$ cat config.mk
export PLATFORM = sky130hd
export DESIGN_NAME = vga_pattern_sequencer_flat
export DESIGN_NICKNAME = d
export VERILOG_FILES = /design/src/rtl/vga_pattern_sequencer_if.sv /design/src/rtl/vga_pattern_sequencer.sv /design/src/flat_wrapper.sv
export SDC_FILE = /design/constraint.sdc
export NUM_CORES = 1
export LEC_CHECK = 0
export CAP_MARGIN = 20
export CORE_ASPECT_RATIO = 1.1
export CORE_MARGIN = 10
export CORE_UTILIZATION = 30
export CTS_BUF_LIST = sky130_fd_sc_hd__clkbuf_2 sky130_fd_sc_hd__clkbuf_4 sky130_fd_sc_hd__clkbuf_8
export DETAILED_ROUTE_END_ITERATION = 7
export PLACE_DENSITY_LB_ADDON = 0.2
export SYNTH_ARGS = -nofsm -noshare
export SYNTH_HDL_FRONTEND = slang
export SYNTH_SLANG_ARGS = --single-unit
$ cat constraint.sdc
create_clock -name clk_0 -period 4.7 [get_ports clk_0]
set_clock_uncertainty 0.15 [all_clocks]
set_input_delay 0.94 -clock clk_0 [delete_from_list [all_inputs] [get_ports clk_0]]
set_output_delay 0.94 -clock clk_0 [all_outputs]
set_load 0.01 [all_outputs]
$ cat src/rtl/vga_pattern_sequencer_if.sv
// Connects the pattern sequencer to the timing generator, the raw buttons and the renderer.
// master drives pixel position and buttons; slave is the sequencer.
interface vga_pattern_sequencer_if;
    logic [9:0] pixel_x;
    logic [9:0] pixel_y;
    logic       btn_next_n;
    logic       btn_mode_n;
    logic [2:0] pattern_sel;
    logic       pattern_update;
    logic       auto_mode;
    logic [6:0] frame_count;

    modport master (
        output pixel_x, pixel_y, btn_next_n, btn_mode_n,
        input  pattern_sel, pattern_update, auto_mode, frame_count
    );

    modport slave (
        input  pixel_x, pixel_y, btn_next_n, btn_mode_n,
        output pattern_sel, pattern_update, auto_mode, frame_count
    );
endinterface

$ cat src/rtl/vga_pattern_sequencer.sv
// Chooses the VGA test pattern: auto-advances every FRAMES_PER_PATTERN frames or steps on a button press.
// Pattern changes are applied only on the first pixel of vertical blanking.
//
//   state    | meaning
//   ---------+--------------------------------------------------------------
//   S_AUTO   | frame_tick counted; terminal count or pending press steps
//   S_MANUAL | frame_count held at 0; only a pending press steps
module vga_pattern_sequencer #(
    parameter int H_VIDEO            = 640,
    parameter int V_VIDEO            = 480,
    parameter int NUM_PATTERNS       = 8,
    parameter int FRAMES_PER_PATTERN = 120,
    parameter int DEBOUNCE_CYCLES    = 250000,
    parameter bit AUTO_AT_RESET      = 1'b1
) (
    input  logic                  clk_0,
    input  logic                  rst,
    vga_pattern_sequencer_if.slave bus
);

    if (H_VIDEO < 1 || V_VIDEO < 1 || V_VIDEO > 1023 || NUM_PATTERNS < 2 || NUM_PATTERNS > 8 ||
        FRAMES_PER_PATTERN < 1 || FRAMES_PER_PATTERN > 128 || DEBOUNCE_CYCLES < 2) begin : g_bad_params
        $error("vga_pattern_sequencer: parameter out of range");
    end

    localparam int              DB_W     = $clog2(DEBOUNCE_CYCLES);
    localparam logic [DB_W-1:0] DB_LAST  = DB_W'(DEBOUNCE_CYCLES - 1);
    localparam logic [2:0]      SEL_LAST = 3'(NUM_PATTERNS - 1);
    localparam logic [6:0]      FC_LAST  = 7'(FRAMES_PER_PATTERN - 1);
    localparam logic [9:0]      V_BLANK  = 10'(V_VIDEO);

    typedef enum logic {
        S_MANUAL = 1'b0,
        S_AUTO   = 1'b1
    } state_t;

    localparam state_t S_RESET = AUTO_AT_RESET ? S_AUTO : S_MANUAL;

    state_t          state;
    state_t          state_next;
    logic [1:0]      btn_raw;
    logic [1:0]      btn_meta;
    logic [1:0]      btn_sync;
    logic [1:0]      btn_level;
    logic [1:0]      btn_press;
    logic [DB_W-1:0] db_cnt [2];
    logic            next_press;
    logic            mode_press;
    logic            frame_tick;
    logic            step;
    logic            pending;
    logic            auto_mode;
    logic            at_terminal;
    logic [2:0]      pattern_sel;
    logic            pattern_update;
    logic [6:0]      frame_count;

    // index 0 = next button, index 1 = mode button
    assign btn_raw    = {bus.btn_mode_n, bus.btn_next_n};
    assign next_press = btn_press[0];
    assign mode_press = btn_press[1];

    // Synchronisers reset to the released level so leaving reset never looks like a press.
    always_ff @(posedge clk_0) begin
        if (!rst) begin
            btn_meta  <= 2'b11;
            btn_sync  <= 2'b11;
            btn_level <= 2'b11;
            btn_press <= 2'b00;
            for (int i = 0; i < 2; i++) begin
                db_cnt[i] <= '0;
            end
        end else begin
            btn_meta <= btn_raw;
            btn_sync <= btn_meta;
            for (int i = 0; i < 2; i++) begin
                btn_press[i] <= 1'b0;
                if (btn_sync[i] != btn_level[i]) begin
                    if (db_cnt[i] == DB_LAST) begin
                        btn_level[i] <= btn_sync[i];
                        btn_press[i] <= ~btn_sync[i];
                        db_cnt[i]    <= '0;
                    end else begin
                        db_cnt[i] <= db_cnt[i] + DB_W'(1);
                    end
                end else begin
                    db_cnt[i] <= '0;
                end
            end
        end
    end

    always_ff @(posedge clk_0) begin
        if (!rst) begin
            state <= S_RESET;
        end else begin
            state <= state_next;
        end
    end

    always_comb begin
        state_next = state;
        case (state)
            S_AUTO:   if (mode_press) state_next = S_MANUAL;
            S_MANUAL: if (mode_press) state_next = S_AUTO;
            default:  state_next = S_RESET;
        endcase
    end

    always_comb begin
        auto_mode   = 1'b0;
        at_terminal = 1'b0;
        case (state)
            S_AUTO: begin
                auto_mode   = 1'b1;
                at_terminal = (frame_count == FC_LAST);
            end
            default: ;
        endcase
    end

    assign frame_tick = (bus.pixel_x == 10'd0) && (bus.pixel_y == V_BLANK);
    assign step       = frame_tick && (pending || at_terminal);

    // A next press landing on a tick cycle survives the step and waits for the following tick.
    always_ff @(posedge clk_0) begin
        if (!rst) begin
            pattern_sel    <= '0;
            pattern_update <= 1'b0;
            pending        <= 1'b0;
            frame_count    <= '0;
        end else begin
            pattern_update <= step;
            if (step) begin
                pattern_sel <= (pattern_sel == SEL_LAST) ? 3'd0 : pattern_sel + 3'd1;
            end
            if (next_press) begin
                pending <= 1'b1;
            end else if (step) begin
                pending <= 1'b0;
            end
            if (mode_press || !auto_mode || next_press || step) begin
                frame_count <= '0;
            end else if (frame_tick && frame_count != FC_LAST) begin
                frame_count <= frame_count + 7'd1;
            end
        end
    end

    assign bus.pattern_sel    = pattern_sel;
    assign bus.pattern_update = pattern_update;
    assign bus.auto_mode      = auto_mode;
    assign bus.frame_count    = frame_count;

endmodule
$ cat src/flat_wrapper.sv
// flat-port wrapper written by rule: the top's interface ports become plain ports
module vga_pattern_sequencer_flat 
#(
    parameter int H_VIDEO            = 640,
    parameter int V_VIDEO            = 480,
    parameter int NUM_PATTERNS       = 8,
    parameter int FRAMES_PER_PATTERN = 120,
    parameter int DEBOUNCE_CYCLES    = 250000,
    parameter bit AUTO_AT_RESET      = 1'b1
)
  (clk_0, rst, bus_pixel_x, bus_pixel_y, bus_btn_next_n, bus_btn_mode_n, bus_pattern_sel, bus_pattern_update, bus_auto_mode, bus_frame_count);
  vga_pattern_sequencer_if bus_i ();
  input  logic clk_0;
  input  logic rst;
  input wire logic [$bits(bus_i.pixel_x)-1:0] bus_pixel_x;
  input wire logic [$bits(bus_i.pixel_y)-1:0] bus_pixel_y;
  input wire logic [$bits(bus_i.btn_next_n)-1:0] bus_btn_next_n;
  input wire logic [$bits(bus_i.btn_mode_n)-1:0] bus_btn_mode_n;
  output wire logic [$bits(bus_i.pattern_sel)-1:0] bus_pattern_sel;
  output wire logic [$bits(bus_i.pattern_update)-1:0] bus_pattern_update;
  output wire logic [$bits(bus_i.auto_mode)-1:0] bus_auto_mode;
  output wire logic [$bits(bus_i.frame_count)-1:0] bus_frame_count;
  assign bus_i.pixel_x = bus_pixel_x;
  assign bus_i.pixel_y = bus_pixel_y;
  assign bus_i.btn_next_n = bus_btn_next_n;
  assign bus_i.btn_mode_n = bus_btn_mode_n;
  assign bus_pattern_sel = bus_i.pattern_sel;
  assign bus_pattern_update = bus_i.pattern_update;
  assign bus_auto_mode = bus_i.auto_mode;
  assign bus_frame_count = bus_i.frame_count;
  vga_pattern_sequencer #(.H_VIDEO(H_VIDEO), .V_VIDEO(V_VIDEO), .NUM_PATTERNS(NUM_PATTERNS), .FRAMES_PER_PATTERN(FRAMES_PER_PATTERN), .DEBOUNCE_CYCLES(DEBOUNCE_CYCLES), .AUTO_AT_RESET(AUTO_AT_RESET)) u_core (.clk_0(clk_0), .rst(rst), .bus(bus_i));
endmodule
==> impl_metrics.toml <==
[outcome]
outcome = "complete, no violations"

[drt]
viasPerCell = 4.41
wl_per_cell_um = 11.4
drtAntennaViolNets = 0
first_pass_iters = 4
drc = 0
vias = 2075
wl_mm = 5.39
drtIter0Drc = 47

[synth]
syn_inst = 274
synth.area.top_cells = "edfxtp_1, dfxtp_1, nor2_1"
synth_seq_area_share = 0.522
yosysTopAreaCellShare = 0.376
synth_flop_cell = "edfxtp_1"
synth_cell_type_count = 43
avgSynthCellArea_um2 = 10.5
ys_ff_latch = 57
synth-edff-count = 36
async_flop_share = 0
netlist.top_cell.by_area = "edfxtp_1"
yosysWarnings = 0
syn_area_um2 = 2880

[final_layout]
final_nets = 379
multi_input_area_um2 = 1440
area_growth_pct = 28.8
drive_gt1_frac = 0.0819
ff_latch_area_um2 = 1500
diodes = 0
n_fill_cell = 964

[sta]
period_minus_slack_ns = 2.83
finalHoldViolCount = 0
post-route-period-util = 0.602
fmax_mhz = 353
setup_viol = 0
finalSetupTns_ns = 0
slew-limit-headroom = 0.498
worst_pin_slew_ns = 0.751
drv_slew = 0
rsz0062_at_grt = "false"

[power]
irDropWorstVdd_mv = 0.138
seq_power_share = 0.496
p_clk_frac = 0.457
p_sw_frac = 0.206
total_power_mw = 1.13
power_per_cell_area_nw_per_um2 = 306
p_int_uw = 900
power.switching_uw = 234
power.leakage_nw = 1.29
comb_power_share = 0.047

[worst_setup_path]
timing.critical_path.from = "rst"
r2r_cells = 6
crit_arrival_ns = 2.85
path_max_fanout = 20
r2r_end = "u_core.db_cnt[1][7]"
crit_slowest_cell = "clkdlybuf4s50_1"
critPathCaptureType = "register"
critPathLaunchType = "input port"
crit_chain = "clkdlybuf4s50_1 -> nand3_1 -> nor2_1"
worstPathRequired_ns = 4.73
cp_top_family = "simple AND/OR/NAND/NOR gates"
reg2reg_slack_ns = 2.38
worstReg2RegStart = "u_core.db_cnt[1][0]"
slowest_delay_ns = 0.90
cp.buffers_inverters = 1
cp-endpoint = "u_core.db_cnt[1][7]"
path_depth = 3
criticalPathCategory = "input port to register"

[clock_network]
cts_sinks = 57
clock_latency_ns = 0.34
cts_tree = "done"
post_cts_buffers = 0
numCtsBuffers = 9
clkTransAtPathRegs_ns = 0.07
cts_hold_buf = 0
root_buffer = "clkbuf_8"
cts_buffer_depth = 2
htreeDepth = 3
cts_resized = 0

[die]
coreArea_um2 = 9350
row_count = 37
die_area_um2 = 13900
ios = 36
die_w_um = 113
die_y_um = 123
start_util = 0.307

[place]
dp_hpwl_mm = 3.91
routabilityCongestion = 0.705
portBuffers = 35

[grt]
grt_pass1_wl_mm = 9.12
grt_max_degree = 21
grt.overflow.total = 0
grt_pass1_vias = 1931
track_usage = 0.0799
antenna_found_initial = 0

[hold_path]
hp-class = "register to register"

[run]
maxCapViolCount = 0
[routing by layer]
metal | track usage | part of all wire
met1 | 0.0976 | 0.48
met2 | 0.117 | 0.44
met3 | 0.0303 | 0.064
met4 | 0.0476 | 0.021
met5 | 0 | 0
[worst min-delay path by stage]
| stage | from | end | slack (ns) | cells past startpoint |
|---|---|---|---|---|
| final | u_core.btn_meta[0] | u_core.btn_sync[0] | 0.25 | 1 |
| after global routing | u_core.btn_meta[1] | u_core.btn_sync[1] | 0.27 | 1 |
| after CTS | u_core.btn_meta[0] | u_core.btn_sync[0] | 0.26 | 1 |
| after detailed placement | u_core.btn_meta[0] | u_core.btn_sync[0] | 0.24 | 1 |
| after global placement | u_core.btn_meta[0] | u_core.btn_sync[0] | 0.24 | 1 |
| after floorplan | u_core.btn_meta[0] | u_core.btn_sync[0] | 0.24 | 1 |
[power by group through the flow]
| stage | registers, mW | clock network [mW] | logic, mW |
|---|---|---|---|
| 2_1_floorplan | 0.569 | 0 | 0.0296 |
| 3_3_place_gp | 0.572 | 0 | 0.0530 |
| 3_5_place_dp | 0.573 | 0 | 0.0533 |
| 4_1_cts | 0.562 | 0.534 | 0.0536 |
| 5_1_grt | 0.564 | 0.556 | 0.0596 |
| 6_report | 0.562 | 0.518 | 0.0535 |
[cells in the mapped netlist, types with 2 or more instances]
master and number:
ha_1 6, xnor2_1 20, o21ai_0 3, xor2_1 19, inv_1 10, nand2b_1 4
clkbuf_1 2, nor3_2 2, buf_2 3, dfxtp_1 21, nand3_1 19, nor4b_1 2
nor3_1 6, nor3b_1 2, nor4_4 2, nor2_1 54, nand4_1 12, mux2i_1 3
edfxtp_1 36, nor4_1 7, nand2_1 19
[per-stage QoR]
| step | std cells | worst slack (ns) | area (µm²) | hold slack, ns | utilization |
|---|---|---|---|---|---|
| 2_1_floorplan | 309 | 2.43 | 3010 | 0.236 | - |
| 3_3_place_gp | 455 | 1.56 | 3470 | 0.240 | 0.371 |
| 3_5_place_dp | 455 | 1.46 | 3470 | 0.242 | 0.371 |
| 4_1_cts | 471 | 1.82 | 3700 | 0.257 | 0.396 |
| 5_1_grt | 471 | 1.67 | 3700 | 0.271 | 0.396 |
| 6_report | 471 | 1.87 | 3700 | 0.254 | 0.396 |
[cells in the final DEF, fill, tap and decap left out, types with 3 or more instances in the layout]
master and n:
clkbuf_8 14, clkdlybuf4s50_1 35, conb_1 36, dfxtp_1 21
edfxtp_1 36, ha_1 6, inv_1 10, mux2i_1 3
nand2_1 19, nand2b_1 4, nand3_1 19, nand4_1 12
nor2_1 54, nor3_1 6, nor4_1 7, o21ai_0 3
xnor2_1 20, xor2_1 19
[registers in the layout (all words and copies together), names as in the netlist]
signal                     count
u_core.btn_level               2
u_core.btn_meta                2
u_core.btn_press               2
u_core.btn_sync                2
u_core.bus.frame_count         7
u_core.bus.pattern_sel         3
u_core.bus.pattern_update      1
u_core.db_cnt                 36
u_core.pending                 1
u_core.state                   1
[cell families after synthesis]
| group | Yosys count | synth area share |
|---|---|---|
| other | 1 | 0.00130 |
| AO/OA/AOI/OAI | 7 | 0.0165 |
| adder cells (fa/ha/maj) | 6 | 0.0261 |
| AND/OR/NAND/NOR | 145 | 0.281 |
| buffers and inverters | 16 | 0.0235 |
| XOR/XNOR | 39 | 0.119 |
| flip-flops | 57 | 0.522 |
| multiplexers | 3 | 0.0104 |
[area by class of cell]
class                           instances  share of cell area
Sequential cell                        57               0.405
Multi-Input combinational cell        236               0.388
Timing Repair Buffer                   35              0.0946
Clock buffer                           15              0.0541
Tap cell                              117              0.0395
Inverter                               10              0.0101
Clock inverter                          1             0.00811
Note: power is estimated with default switching activity, not from simulation.
